File: src/rtl/rom_arb_pkg.sv
// Shared types and sizing for the instruction-ROM read arbiter.
// Also provides the default for `DATA_BITS when the build does not set it.
`ifndef DATA_BITS
`define DATA_BITS 32
`endif

package rom_arb_pkg;

    localparam int ROM_ADDR_W = 12;
    localparam int ROM_LEN_W  = 4;

    typedef enum logic {
        IDLE  = 1'b0,
        BURST = 1'b1
    } state_t;

    typedef logic req_id_t;

endpackage

File: src/rtl/rom_arb_rr.sv
// Combinational 2-way round-robin picker.
// The preferred requester wins when it requests; otherwise the other one does.
module rom_arb_rr
    import rom_arb_pkg::*;
(
    input  logic [1:0] req,
    input  req_id_t    prio,
    output req_id_t    winner,
    output logic       any
);

    assign any    = |req;
    assign winner = req[prio] ? prio : ~prio;

endmodule

File: src/rtl/rom_read_arbiter.sv
// Shares the single-port instruction ROM between the AXI wrapper (0) and the boot/debug loader (1).
// Optional macro ROM_ARB_BACK2BACK_EN: re-arbitrate on the last beat so bursts stream with no idle cycle.
`ifndef DATA_BITS
`define DATA_BITS 32
`endif

module rom_read_arbiter
    import rom_arb_pkg::*;
#(
    parameter int ADDR_W = ROM_ADDR_W,
    parameter int LEN_W  = ROM_LEN_W,
    parameter int DATA_W = `DATA_BITS
)
(
    input  logic              clk,
    input  logic              rst,
    input  logic [1:0]        req_i,
    input  logic [ADDR_W-1:0] addr0_i,
    input  logic [ADDR_W-1:0] addr1_i,
    input  logic [LEN_W-1:0]  len0_i,
    input  logic [LEN_W-1:0]  len1_i,
    output logic [1:0]        gnt_o,
    output logic [1:0]        rvalid_o,
    output logic [1:0]        rlast_o,
    input  logic [1:0]        rready_i,
    output logic [DATA_W-1:0] rdata_o,
    input  logic [DATA_W-1:0] ROM_out_i,
    output logic              ROM_en_o,
    output logic              ROM_read_o,
    output logic [ADDR_W-1:0] ROM_addr_o
);

    state_t            r_state;
    req_id_t           r_owner;
    req_id_t           r_prio;
    logic [ADDR_W-1:0] r_base;
    logic [LEN_W-1:0]  r_len;
    logic [LEN_W-1:0]  r_cnt;

    logic              w_in_burst;
    logic              w_last;
    logic              w_hs;
    logic              w_done;
    logic              w_b2b;
    logic              w_grant;
    logic              w_any;
    req_id_t           w_winner;
    req_id_t           w_rr_prio;
    logic [ADDR_W-1:0] w_win_addr;
    logic [LEN_W-1:0]  w_win_len;

    assign w_in_burst = (r_state == BURST);
    assign w_last     = (r_cnt == r_len);
    assign w_hs       = w_in_burst & rready_i[r_owner];
    assign w_done     = w_hs & w_last;

    // In BURST the picker only matters on the last beat, where prio is about to become ~owner.
    assign w_rr_prio  = w_in_burst ? ~r_owner : r_prio;

    rom_arb_rr u_rr (
        .req    (req_i),
        .prio   (w_rr_prio),
        .winner (w_winner),
        .any    (w_any)
    );

    assign w_win_addr = w_winner ? addr1_i : addr0_i;
    assign w_win_len  = w_winner ? len1_i  : len0_i;

`ifdef ROM_ARB_BACK2BACK_EN
    assign w_b2b = w_done & w_any;
`else
    assign w_b2b = 1'b0;
`endif

    // Grant is suppressed while reset is held so every output reads 0 during reset.
    assign w_grant = rst & ((~w_in_burst & w_any) | w_b2b);

    always_comb begin
        gnt_o      = 2'b00;
        rvalid_o   = 2'b00;
        rlast_o    = 2'b00;
        ROM_en_o   = 1'b0;
        ROM_addr_o = '0;
        if (w_in_burst) begin
            rvalid_o[r_owner] = 1'b1;
            rlast_o[r_owner]  = w_last;
            ROM_en_o          = 1'b1;
            ROM_addr_o        = r_base + ADDR_W'(r_cnt) + ADDR_W'(w_hs);
        end
        if (w_grant) begin
            gnt_o[w_winner] = 1'b1;
            ROM_en_o        = 1'b1;
            ROM_addr_o      = w_win_addr;
        end
    end

    assign ROM_read_o = ROM_en_o;
    assign rdata_o    = ROM_out_i;

    always_ff @(posedge clk or negedge rst) begin
        if (!rst) begin
            r_state <= IDLE;
            r_owner <= 1'b0;
            r_prio  <= 1'b0;
            r_base  <= '0;
            r_len   <= '0;
            r_cnt   <= '0;
        end else if (!w_in_burst) begin
            if (w_any) begin
                r_owner <= w_winner;
                r_base  <= w_win_addr;
                r_len   <= w_win_len;
                r_cnt   <= '0;
                r_state <= BURST;
            end
        end else if (w_hs) begin
            if (w_last) begin
                r_cnt  <= '0;
                r_prio <= ~r_owner;
                if (w_b2b) begin
                    r_owner <= w_winner;
                    r_base  <= w_win_addr;
                    r_len   <= w_win_len;
                end else begin
                    r_state <= IDLE;
                end
            end else begin
                r_cnt <= r_cnt + LEN_W'(1);
            end
        end
    end

endmodule

File: config.mk
export PLATFORM = sky130hd
export DESIGN_NAME = rom_read_arbiter
export DESIGN_NICKNAME = d
export VERILOG_FILES = /design/src/rtl/rom_arb_pkg.sv /design/src/rtl/rom_arb_rr.sv /design/src/rtl/rom_read_arbiter.sv
export SDC_FILE = /design/constraint.sdc
export NUM_CORES = 1
export LEC_CHECK = 0
export BUFFER_PORTS_ARGS = -buffer_cell sky130_fd_sc_hd__buf_2
export CAP_MARGIN = 10
export CORE_AREA = 2 2 74 76
export CTS_CLUSTER_DIAMETER = 80
export CTS_CLUSTER_SIZE = 25
export DETAILED_ROUTE_END_ITERATION = 8
export DIE_AREA = 0 0 76 78
export PLACE_DENSITY = 0.73
export SLEW_MARGIN = 20
export SYNTH_ARGS = -nofsm -noshare
export SYNTH_HDL_FRONTEND = slang
export SYNTH_HIERARCHICAL = 1
export SYNTH_SLANG_ARGS = --single-unit
File: constraint.sdc
create_clock -name clk -period 2.2 [get_ports clk]
set_input_delay 0.11 -clock clk [delete_from_list [all_inputs] [get_ports clk]]
set_output_delay 0.11 -clock clk [all_outputs]
set_load 0.03 [all_outputs]
==> impl_metrics.json <==
{
  "viasPerCell": 5.22,
  "yosysWarnings": 6,
  "yosysSeqAreaShare": 0.299,
  "clockRootBuffer": "clkbuf_8",
  "clk_latency_ns": 0.27,
  "fin_skew_ns": 0.00692,
  "vias": 1801,
  "antenna_found_initial": 0,
  "cp_max_fo": 3,
  "leakagePower_nw": 1.19,
  "grt_overflow": 0,
  "grt_pass1_wl_um": 8250,
  "dpl.hpwl_um": 3740,
  "clock-sinks": 23,
  "n_antenna_cell": 0,
  "first_global_vias": 1779,
  "final_cell_area_sq_um": 2550,
  "power_density_nw_per_um2": 1800,
  "clk_pin_slew_ns": 0.08,
  "violations": "negative setup slack",
  "status": "finished with violations",
  "period_share": 1.19,
  "boundaryPins": 122,
  "die_area_sq_um": 5930,
  "detail_route.iter0.violations": 60,
  "wirelength_um": 5020,
  "grt_max_degree": 24,
  "slew_headroom": 0.640,
  "htreeDepth": 1,
  "worst_slew_pin_slew_ns": 0.539,
  "finalCriticalPeriod_ns": 2.62,
  "routedWlPerCell_um": 14.6,
  "cp.arrival_ns": 2.51,
  "synth.largest_area_cell": "dfrtp_1",
  "setup_viol": 12,
  "drcViolationCount": 0,
  "final_util": 0.506,
  "ys.flop_type": "dfrtp_1",
  "synth_edf_count": 0,
  "max-clock-path-buffers": 2,
  "max_freq_ghz": 0.382,
  "hold_violations": 0,
  "drive_above_1_share": 0.425,
  "ir_drop_mv": 0.856,
  "async_flop_share": 1.00,
  "area_growth_pct": 32.6,
  "cp-end-kind": "primary output",
  "timing.final.max_slew_violations": 0,
  "hold_ws_ns": 0.149,
  "synth_area_leaders": "dfrtp_1 30%, buf_4 13%, mux2i_1 9.4%, o21ai_0 6.0%, nand2_1 5.1%",
  "max-cap-violations": 0,
  "die_w_um": 76,
  "synth.avg_cell_area_sq_um": 8.41,
  "synth_cell_types": 44,
  "synth.top_cells.by_count": "34 x buf_4, 26 x nand2_1, 23 x dfrtp_1, 23 x o21ai_0, 18 x mux2i_1",
  "r2r_setup_slack_ns": 0.13,
  "grt_use_total": 0.169,
  "start_kind": "register",
  "syn_area_sq_um": 1930,
  "ys_ff_latch": 23,
  "core_area_sq_um": 5040,
  "power.total_w": 0.00459,
  "crit_type": "register to primary output",
  "cts_tree": "done",
  "synth.top_cell.area_share": 0.299,
  "synth.net_count": 305,
  "fin_nets": 352,
  "dp_slack_ns": -0.243,
  "route.antenna.remaining_nets": 0,
  "num_rows": 26,
  "worstHoldPathType": "input port to register",
  "port_buffers": 57,
  "postPlaceCellArea_sq_um": 2200,
  "start_util": 0.382,
  "firstDrtPassIters": 4,
  "cts_made_buffers": 3,
  "rsz0062_at_grt": "yes",
  "cp_data_required_time_ns": 2.09,
  "synth.most_common_cell": "buf_4",
  "synthCells": 229,
  "final.setup.worst_slack_ns": -0.418,
  "fp.dieH_um": 78,
  "gp_congestion": 0.849
}
==> repair_timing <==
action                                 CTS  global route
setup endpoints to repair               13            13
gates cloned                             1             0
hold buffers                             1             0
endpoints found under the hold margin   23             0
pin swaps                                9             7
resized for setup                       37            22
buffers inserted                         5             5
==> cells by family after synthesis <==
family | Yosys count | synth area share
muxes | 19 | 0.0994
adders and majority gates | 6 | 0.0468
xor gates and xnor gates | 8 | 0.0364
DFF | 23 | 0.299
and+or+nand+nor | 68 | 0.170
buffers and inverters | 55 | 0.179
AOI/OAI and AO/OA | 50 | 0.170
==> critical path: stages (launching register included) <==
cell,delay [ns]
dfrtp_1,0.41
mux2_4,0.24
nand2_4,0.05
fa_2,0.35
fa_2,0.36
nand2b_4,0.18
a211oi_4,0.24
xnor2_2,0.10
o22ai_2,0.16
buf_6,0.15
==> final cells by class <==
class | count | area (sq um)
clock buffers | 4 | 45.0
well taps | 70 | 87.6
repair buffers | 84 | 587
multi-input cells | 151 | 1210
fillers | 499 | 2490
flip-flops and latches | 23 | 576
inverters | 13 | 51.3
==> power by group <==
group / switching [W] / total [W] / internal [W]
sequential: 0.000192 / 0.000808 / 0.000616
combinational: 0.00191 / 0.00352 / 0.00161
clock: 0.000138 / 0.000267 / 0.000129
==> placed cells by master, fill, tap and decap left out, types with 2 or more instances in the layout <==
cell type	count
o22ai_1	3
xnor2_1	5
nand3_1	6
dfrtp_1	23
mux2i_2	2
fa_2	2
nand4_1	3
nor2_1	14
xnor2_2	2
o21a_1	2
clkbuf_8	3
buf_4	22
nand4b_1	2
mux2i_1	14
nand2_1	25
ha_1	4
a31oi_1	2
buf_2	44
mux2i_4	2
nand2b_4	2
o22ai_2	4
nand3_2	2
nor3_1	2
inv_1	12
o21ai_0	22
and2_1	2
buf_6	17
==> path summary, 6_finish.rpt <==
path	start	endpoint	depth (start not counted)
min in group asynchronous	rst	r_base[1]	3
max in group asynchronous	rst	r_prio	3
worst min register to register	r_base[2]	r_base[2]	2
worst min-delay path	len0_i[2]	r_len[2]	3
worst max register to register	r_owner	r_base[6]	10
worst max-delay path	r_owner	ROM_addr_o[8]	9
==> metrics by stage <==
step,cells,setup TNS [ns]
floorplan,229,-0.436
global placement,332,-0.564
detailed placement,332,-0.792
CTS,343,-3.20
global route,345,-4.62
finish,345,-3.45
==> sequential cells by signal (all words and copies together) (netlist names) <==
name     count
r_base      12
r_cnt        4
r_len        4
r_owner      1
r_prio       1
r_state      1
==> per-layer routing <==
| metal | up-vias | part of all wire | global-route usage |
|---|---|---|---|
| met5 | - | 0 | 0 |
| li1 | 854 | - | - |
| met3 | 19 | 0.051 | 0.0372 |
| met2 | 51 | 0.52 | 0.313 |
| met1 | 877 | 0.41 | 0.199 |
| met4 | 0 | 0.017 | 0.0418 |
Note: power is estimated with default switching activity, not from simulation.
